**src/rtl/ita_activation_ctrl.sv**
```systemverilog
// ita_activation_ctrl: job controller and 2-stage valid/ready pipeline around the N-lane activation datapath
module ita_activation_ctrl #(
  parameter int N       = 16,
  parameter int WI      = 8,
  parameter int CONST_W = 16,
  parameter int EMS     = 8,
  parameter int SHIFT_W = 8,
  parameter int LEN_W   = 16
) (
  input  logic                 clk_i,
  input  logic                 rst_ni,
  input  logic                 start_i,
  input  logic [1:0]           mode_i,
  input  logic [LEN_W-1:0]     len_i,
  input  logic [CONST_W-1:0]   one_i,
  input  logic [CONST_W-1:0]   b_i,
  input  logic [CONST_W-1:0]   c_i,
  input  logic [EMS-1:0]       eps_mult_i,
  input  logic [SHIFT_W-1:0]   right_shift_i,
  input  logic [WI-1:0]        add_i,
  input  logic                 in_valid_i,
  output logic                 in_ready_o,
  input  logic [N*WI-1:0]      in_data_i,
  output logic [CONST_W-1:0]   dp_one_o,
  output logic [CONST_W-1:0]   dp_b_o,
  output logic [CONST_W-1:0]   dp_c_o,
  output logic [EMS-1:0]       dp_eps_mult_o,
  output logic [SHIFT_W-1:0]   dp_right_shift_o,
  output logic [WI-1:0]        dp_add_o,
  output logic [N*WI-1:0]      dp_data_o,
  input  logic [N*WI-1:0]      dp_data_i,
  output logic                 out_valid_o,
  input  logic                 out_ready_i,
  output logic [N*WI-1:0]      out_data_o,
  output logic                 busy_o,
  output logic                 done_o
);
  typedef enum logic [1:0] {IDLE, RUN, DRAIN, DONE} state_t;
  state_t           state;
  logic [1:0]       mode;
  logic [LEN_W-1:0] len, cnt_in, cnt_out;
  logic             s1_v, s2_v, s1_adv, s2_adv, in_hs, out_hs;
  logic [N*WI-1:0]  res;
  assign s2_adv      = !s2_v | out_ready_i;
  assign s1_adv      = s1_v & s2_adv;
  assign in_ready_o  = state == RUN & (!s1_v | s1_adv);
  assign in_hs       = in_valid_i & in_ready_o;
  assign out_hs      = s2_v & out_ready_i;
  assign out_valid_o = s2_v;
  assign busy_o      = state != IDLE;
  assign done_o      = state == DONE;
  // GELU takes the lane result; ReLU and identity act on the stage-1 lane directly
  for (genvar k = 0; k < N; k++) begin : g_lane
    assign res[k*WI+:WI] = mode == 2'd2 ? dp_data_i[k*WI+:WI] :
                           (mode == 2'd1 && dp_data_o[k*WI+WI-1]) ? '0 : dp_data_o[k*WI+:WI];
  end
  always_ff @(posedge clk_i) begin
    if (!rst_ni) begin
      state            <= IDLE;
      mode             <= '0;
      len              <= '0;
      cnt_in           <= '0;
      cnt_out          <= '0;
      s1_v             <= 1'b0;
      s2_v             <= 1'b0;
      dp_data_o        <= '0;
      out_data_o       <= '0;
      dp_one_o         <= '0;
      dp_b_o           <= '0;
      dp_c_o           <= '0;
      dp_eps_mult_o    <= '0;
      dp_right_shift_o <= '0;
      dp_add_o         <= '0;
    end else begin
      if (in_hs) begin
        dp_data_o <= in_data_i;
        s1_v      <= 1'b1;
        cnt_in    <= cnt_in + LEN_W'(1);
      end else if (s1_adv) s1_v <= 1'b0;
      if (s1_adv) begin
        out_data_o <= res;
        s2_v       <= 1'b1;
      end else if (out_hs) s2_v <= 1'b0;
      if (out_hs) cnt_out <= cnt_out + LEN_W'(1);
      case (state)
        IDLE: if (start_i) begin
          state <= len_i == '0 ? DONE : RUN;
          if (len_i != '0) begin
            mode             <= mode_i;
            len              <= len_i;
            cnt_in           <= '0;
            cnt_out          <= '0;
            dp_one_o         <= one_i;
            dp_b_o           <= b_i;
            dp_c_o           <= c_i;
            dp_eps_mult_o    <= eps_mult_i;
            dp_right_shift_o <= right_shift_i;
            dp_add_o         <= add_i;
          end
        end
        RUN:   if (in_hs && cnt_in + LEN_W'(1) == len) state <= DRAIN;
        DRAIN: if (out_hs && cnt_out + LEN_W'(1) == len) state <= DONE;
        DONE:  state <= IDLE;
      endcase
    end
  end
endmodule
```
**config.mk**
```make
export PLATFORM = sky130hd
export DESIGN_NAME = ita_activation_ctrl
export DESIGN_NICKNAME = d
export VERILOG_FILES = /design/src/rtl/ita_activation_ctrl.sv
export SDC_FILE = /design/constraint.sdc
export NUM_CORES = 1
export LEC_CHECK = 0
export CAP_MARGIN = 10
export CELL_PAD_IN_SITES_DETAIL_PLACEMENT = 0
export CELL_PAD_IN_SITES_GLOBAL_PLACEMENT = 1
export CORE_AREA = 5 5 260 262
export CTS_CLUSTER_SIZE = 16
export DETAILED_ROUTE_END_ITERATION = 8
export DIE_AREA = 0 0 265 267
export HOLD_SLACK_MARGIN = 0.15
export PLACE_DENSITY = 0.7
export SLEW_MARGIN = 40
export SYNTH_ARGS = -nofsm -noshare
export SYNTH_HDL_FRONTEND = slang
export SYNTH_SLANG_ARGS = --single-unit
```
**constraint.sdc**
```tcl
create_clock -name clk_i -period 3.8 [get_ports clk_i]
set_clock_uncertainty 0.2 [all_clocks]
set_input_delay 1.14 -clock clk_i [delete_from_list [all_inputs] [get_ports clk_i]]
set_output_delay 1.14 -clock clk_i [all_outputs]
set_load 0.01 [all_outputs]
```
## Word-level counts from Yosys, hierarchy flattened

Cells that the tools add are included.

- Bits of input ports: 351
- Register bits: 382
- Output and inout port bits: 332

- Equal/unequal tests: 10
- Bitwise gates (word level): 6
- Muxes and demuxes: 49
- $add $sub $neg: 2
- Reductions and logical operators: 28

Operators by type and width:

| kind | number |
|---|---|
| 8-bit 2-to-1 mux | 32 |
| 16-bit 2-to-1 mux | 8 |
| 16-bit by 1-bit adder with 16-bit output, second input constant | 2 |
| 16-bit equality test | 2 |
| 1-bit logical AND | 18 |
| 16-bit logical NOT | 1 |
| 16-bit nonzero test | 1 |
| 2-bit 2-to-1 mux | 4 |
| 2-bit case mux with 4 select lines | 1 |
| 2-bit equality test, second input constant | 3 |
| 3-bit AND reduction | 2 |
| 2-bit nonzero test | 3 |
| 1-bit bitwise AND | 4 |
| 2-bit by 1-bit equality test with 1-bit output, second input constant | 2 |
| 1-bit 2-to-1 mux | 4 |
| 2-bit != test, second input constant | 2 |
| 1-bit logical NOT | 2 |
| 2-bit logical NOT | 1 |
| 2-bit by 1-bit != test with 1-bit output, second input constant | 1 |
| 1-bit OR | 2 |

## Longest topological paths before layout

- Depth in word-level cells: 10
- Depth in mapped cells: 10
- Mapped depth without buffers: 9

## Least setup slack after synthesis

OpenSTA, ideal clock, no wires.

- Path type: in2reg
- Start point: in out_ready_i
- End point: reg dp_data_o[79]
- Setup slack: 0.925 ns
- Arrival: 2.604 ns
- Data required time: 3.530 ns
- Buffers on the path: 3
- Cell stages on the path: 8
- Cells stage by stage: nand3b_1 and2_1 nand2_1 clkbuf_1 clkbuf_1 clkbuf_1 nand2_1 a21oi_1

- Word-level cells in the longest chain between the ends: 5

Ends and longest elaborated chain:

| what | line | source |
|---|---|---|
| start: declaration | 33 | `input logic out_ready_i,` |
| 1-bit OR | 44 | `assign s2_adv = !s2_v \| out_ready_i;` |
| 1-bit bitwise AND | 45 | `assign s1_adv = s1_v & s2_adv;` |
| 1-bit OR | 46 | `assign in_ready_o = state == RUN & (!s1_v \| s1_adv);` |
| 1-bit bitwise AND | 46 |  |
| net in_ready_o | 22 | `output logic in_ready_o,` |
| 1-bit bitwise AND | 47 | `assign in_hs = in_valid_i & in_ready_o;` |
| end signal: assignment | 76 | `dp_data_o <= in_data_i;` |
| end: declaration | 30 | `output logic [N*WI-1:0] dp_data_o,` |

The timed path passes the listed nets, and every way through them passes these cells.
A chain may end at the register's enable or synchronous reset.

## Worst setup path in the final report

- Start point: in out_ready_i
- End point: out in_ready_o

- Word-level cells in the longest chain between the ends: 4

Ends and longest elaborated chain:

| what | line |
|---|---|
| 1-bit OR | 44 |
| 1-bit bitwise AND | 45 |
| 1-bit OR | 46 |
| 1-bit bitwise AND | 46 |
| end: declaration | 22 |

Every way passes these cells.

==> impl_metrics.csv <==
group,metric,value,unit
outcome,status,"completed",
cts,clockBufferDepth,3,
finish,nets,3135,
yosys,synth_seq_cells,382,
cts,clkSlewWorstSetupHoldPaths,0.05,ns
power_and_ir_drop,p_leak,8.76,nW
setup_path,crit_chain,"clkdlybuf4s50_1, nand3b_1, and2_1, dlygate4sd2_1",
cts,numCtsBuffers,46,
setup_path,arrival,2.30,ns
setup_path,worstSetupStartpointType,"primary input",
die,die_x,265,µm
cts,postCtsSetupBuffers,0,
yosys,yosysWarnings,0,
yosys,ys_types,57,
global_route,grt_pass1_wl,109000,µm
setup_path,worstSetupPathType,"in2out",
setup_path,crit_family,"buffers and inverters",
sta,finalCritPeriodShare,0.957,
sta,maxSlewHeadroom,0.455,
sta,worstMarginPinSlew,0.818,ns
placement,pre_cts_ws,-0.108,ns
drt,drc,0,
yosys,synth-edff-count,0,
drt,wl_per_cell,20.4,µm
placement,gp_congestion,0.908,
global_route,antenna_found_initial,7,
global_route,grt_pass1_vias,17200,
run,maxCapViolCount,0,
die,io_pins,683,
sta,drv_slew,0,
yosys,avgSynthCellArea,7.47,µm²
cts,clk_latency,0.58,ns
die,dieArea,70800,µm²
cts,htreeDepth,2,
drt,vias_per_cell,4.85,
sta,period_needed,3.64,ns
cts,cts_sinks,382,
drt,vias,17800,
finish,post-route-util,0.391,
yosys,postSynthNetCount,2524,
setup_path,cp.required,2.46,ns
placement,portBuffers,682,
setup_path,setup.worst_path.end_class,"output pin",
yosys,synthFlopType,"dfxtp_1",
setup_path,slowest_delay,0.46,ns
finish,final_cell_mix,"clkdlybuf4s50_1, nand2_1, a21oi_1, dfxtp_1, nor2_1",
finish,area_growth,57.6,%
cts,cts_tree,"built",
setup_path,critPathBufInv,2,
finish,layout_commonest_cell,"clkdlybuf4s50_1",
die,rows,94,
drt,ant_nets,0,
finish,drive_above_1_share,0.0493,
die,start_util,0.248,
min_path,hold_class,"reg2reg",
global_route,grt_max_degree,92,
global_route,grt.total_usage,0.196,
yosys,ys_seq_area_frac,0.473,
sta,finalSetupViolCount,0,
setup_path,cp_slowest_cell,"clkdlybuf4s50_1",
drt,wl,74700,µm
cts,root_buffer,"clkbuf_16",
global_route,grt_overflow,0,
setup_path,cp_max_fo,4,
yosys,synthArstFlopShare,0,
power_and_ir_drop,ir_worst_vdd,333,µV
drt,drtIter0Drc,1247,
cts,post_cts_resized,1,
sta,hold_viol,0,
die,fp.coreArea,65200,µm²
sta,max_freq,275,MHz
yosys,syn_area,16200,µm²
drt,firstDrtPassIters,5,
finish,fill_cells,6670,
cts,postCtsHoldBufs,0,
power_and_ir_drop,power_density,473,nW/µm²
sta,rsz0062_at_grt,"false",
placement,place_hpwl,54500,µm
sta,timing.final.ws_setup,0.165,ns
die,die_h,267,µm
yosys,syn_inst,2166,
==> metal layers <==
layer  vias up  share of wire  global-route usage
li1       8600              -                   -
met1      8424           0.42               0.249
met2       641           0.48               0.327
met3       129          0.067              0.0436
met4         2          0.035              0.0706
met5         -        0.00017                   0
==> path summary, 6_finish.rpt <==
kind	endpoint	slack [ns]	from	cells past startpoint
max	in_ready_o	0.16	out_ready_i	4
min	dp_b_o[8]	0.25	dp_b_o[8]	2
max reg2reg	state[1]	0.74	cnt_in[0]	10
min reg2reg	dp_b_o[8]	0.25	dp_b_o[8]	2
==> per-stage QoR <==
step	instance area [µm²]	power [mW]	cells	setup TNS, ns	hold slack, ns
2_1_floorplan	16200	6.18	2166	0	0.248
3_3_place_gp	24100	7.91	3593	-0.116	0.242
3_5_place_dp	24100	7.95	3593	-0.108	0.246
4_1_cts	25500	12.2	3664	0	0.253
5_1_grt	25500	12.7	3670	0	0.267
6_report	25500	12.1	3671	0	0.250
==> synth_stat cells, drive strengths merged (15+ instances only) <==
library cell    n  share of area
a21oi         457           0.14
dfxtp         382           0.47
nand3          19         0.0062
o22ai          92          0.036
a221oi         15         0.0081
inv            23         0.0053
clkbuf        157          0.037
xor2           24          0.013
nor3          116          0.037
xnor2          40          0.022
nand2         539           0.13
o21ai          26         0.0080
nor2          173          0.040
==> power by group <==
group	total, mW	internal (mW)	switching, mW
combinational	3.16	1.45	1.71
sequential	4.68	4.35	0.332
clock	4.20	2.46	1.75
total	12.1	8.26	3.79
==> cells by family (layout without fill, tap and decap cells) <==
logic type      count (synthesis)  in the layout  share of synthesized area
simple gates                  897            897                      0.230
fa+ha+maj                       7              7                    0.00541
buf+inv                       193            827                     0.0459
xor+xnor                       64             64                     0.0347
mux                             6              6                    0.00379
other cells                     0              7                          0
compound gates                617            617                      0.208
flops                         382            382                      0.473
==> worst min-delay path: stages, from the launching register on <==
cell and delay, ns:
dfxtp_1 0.30, nand2_1 0.05, a21oi_1 0.05
==> layout make-up <==
class / count / area, µm² / area share
Multi-Input combinational cell: 1591 / 7850 / 0.308
Sequential cell: 382 / 7650 / 0.300
Timing Repair Buffer: 733 / 7410 / 0.291
Clock buffer: 64 / 1320 / 0.0518
Tap cell: 864 / 1080 / 0.0424
Inverter: 23 / 96.3 / 0.00378
Clock inverter: 7 / 71.3 / 0.00280
Antenna cell: 7 / 17.5 / 0.000687
==> registers in the layout (all words and copies together) (netlist names), 2 cells and up <==
signal / flops
cnt_in: 16
cnt_out: 16
dp_add_o: 8
dp_b_o: 16
dp_c_o: 16
dp_data_o: 128
dp_eps_mult_o: 8
dp_one_o: 16
dp_right_shift_o: 8
len: 16
mode: 2
out_data_o: 128
state: 2
No activity file was read; power rests on OpenSTA's default activity.
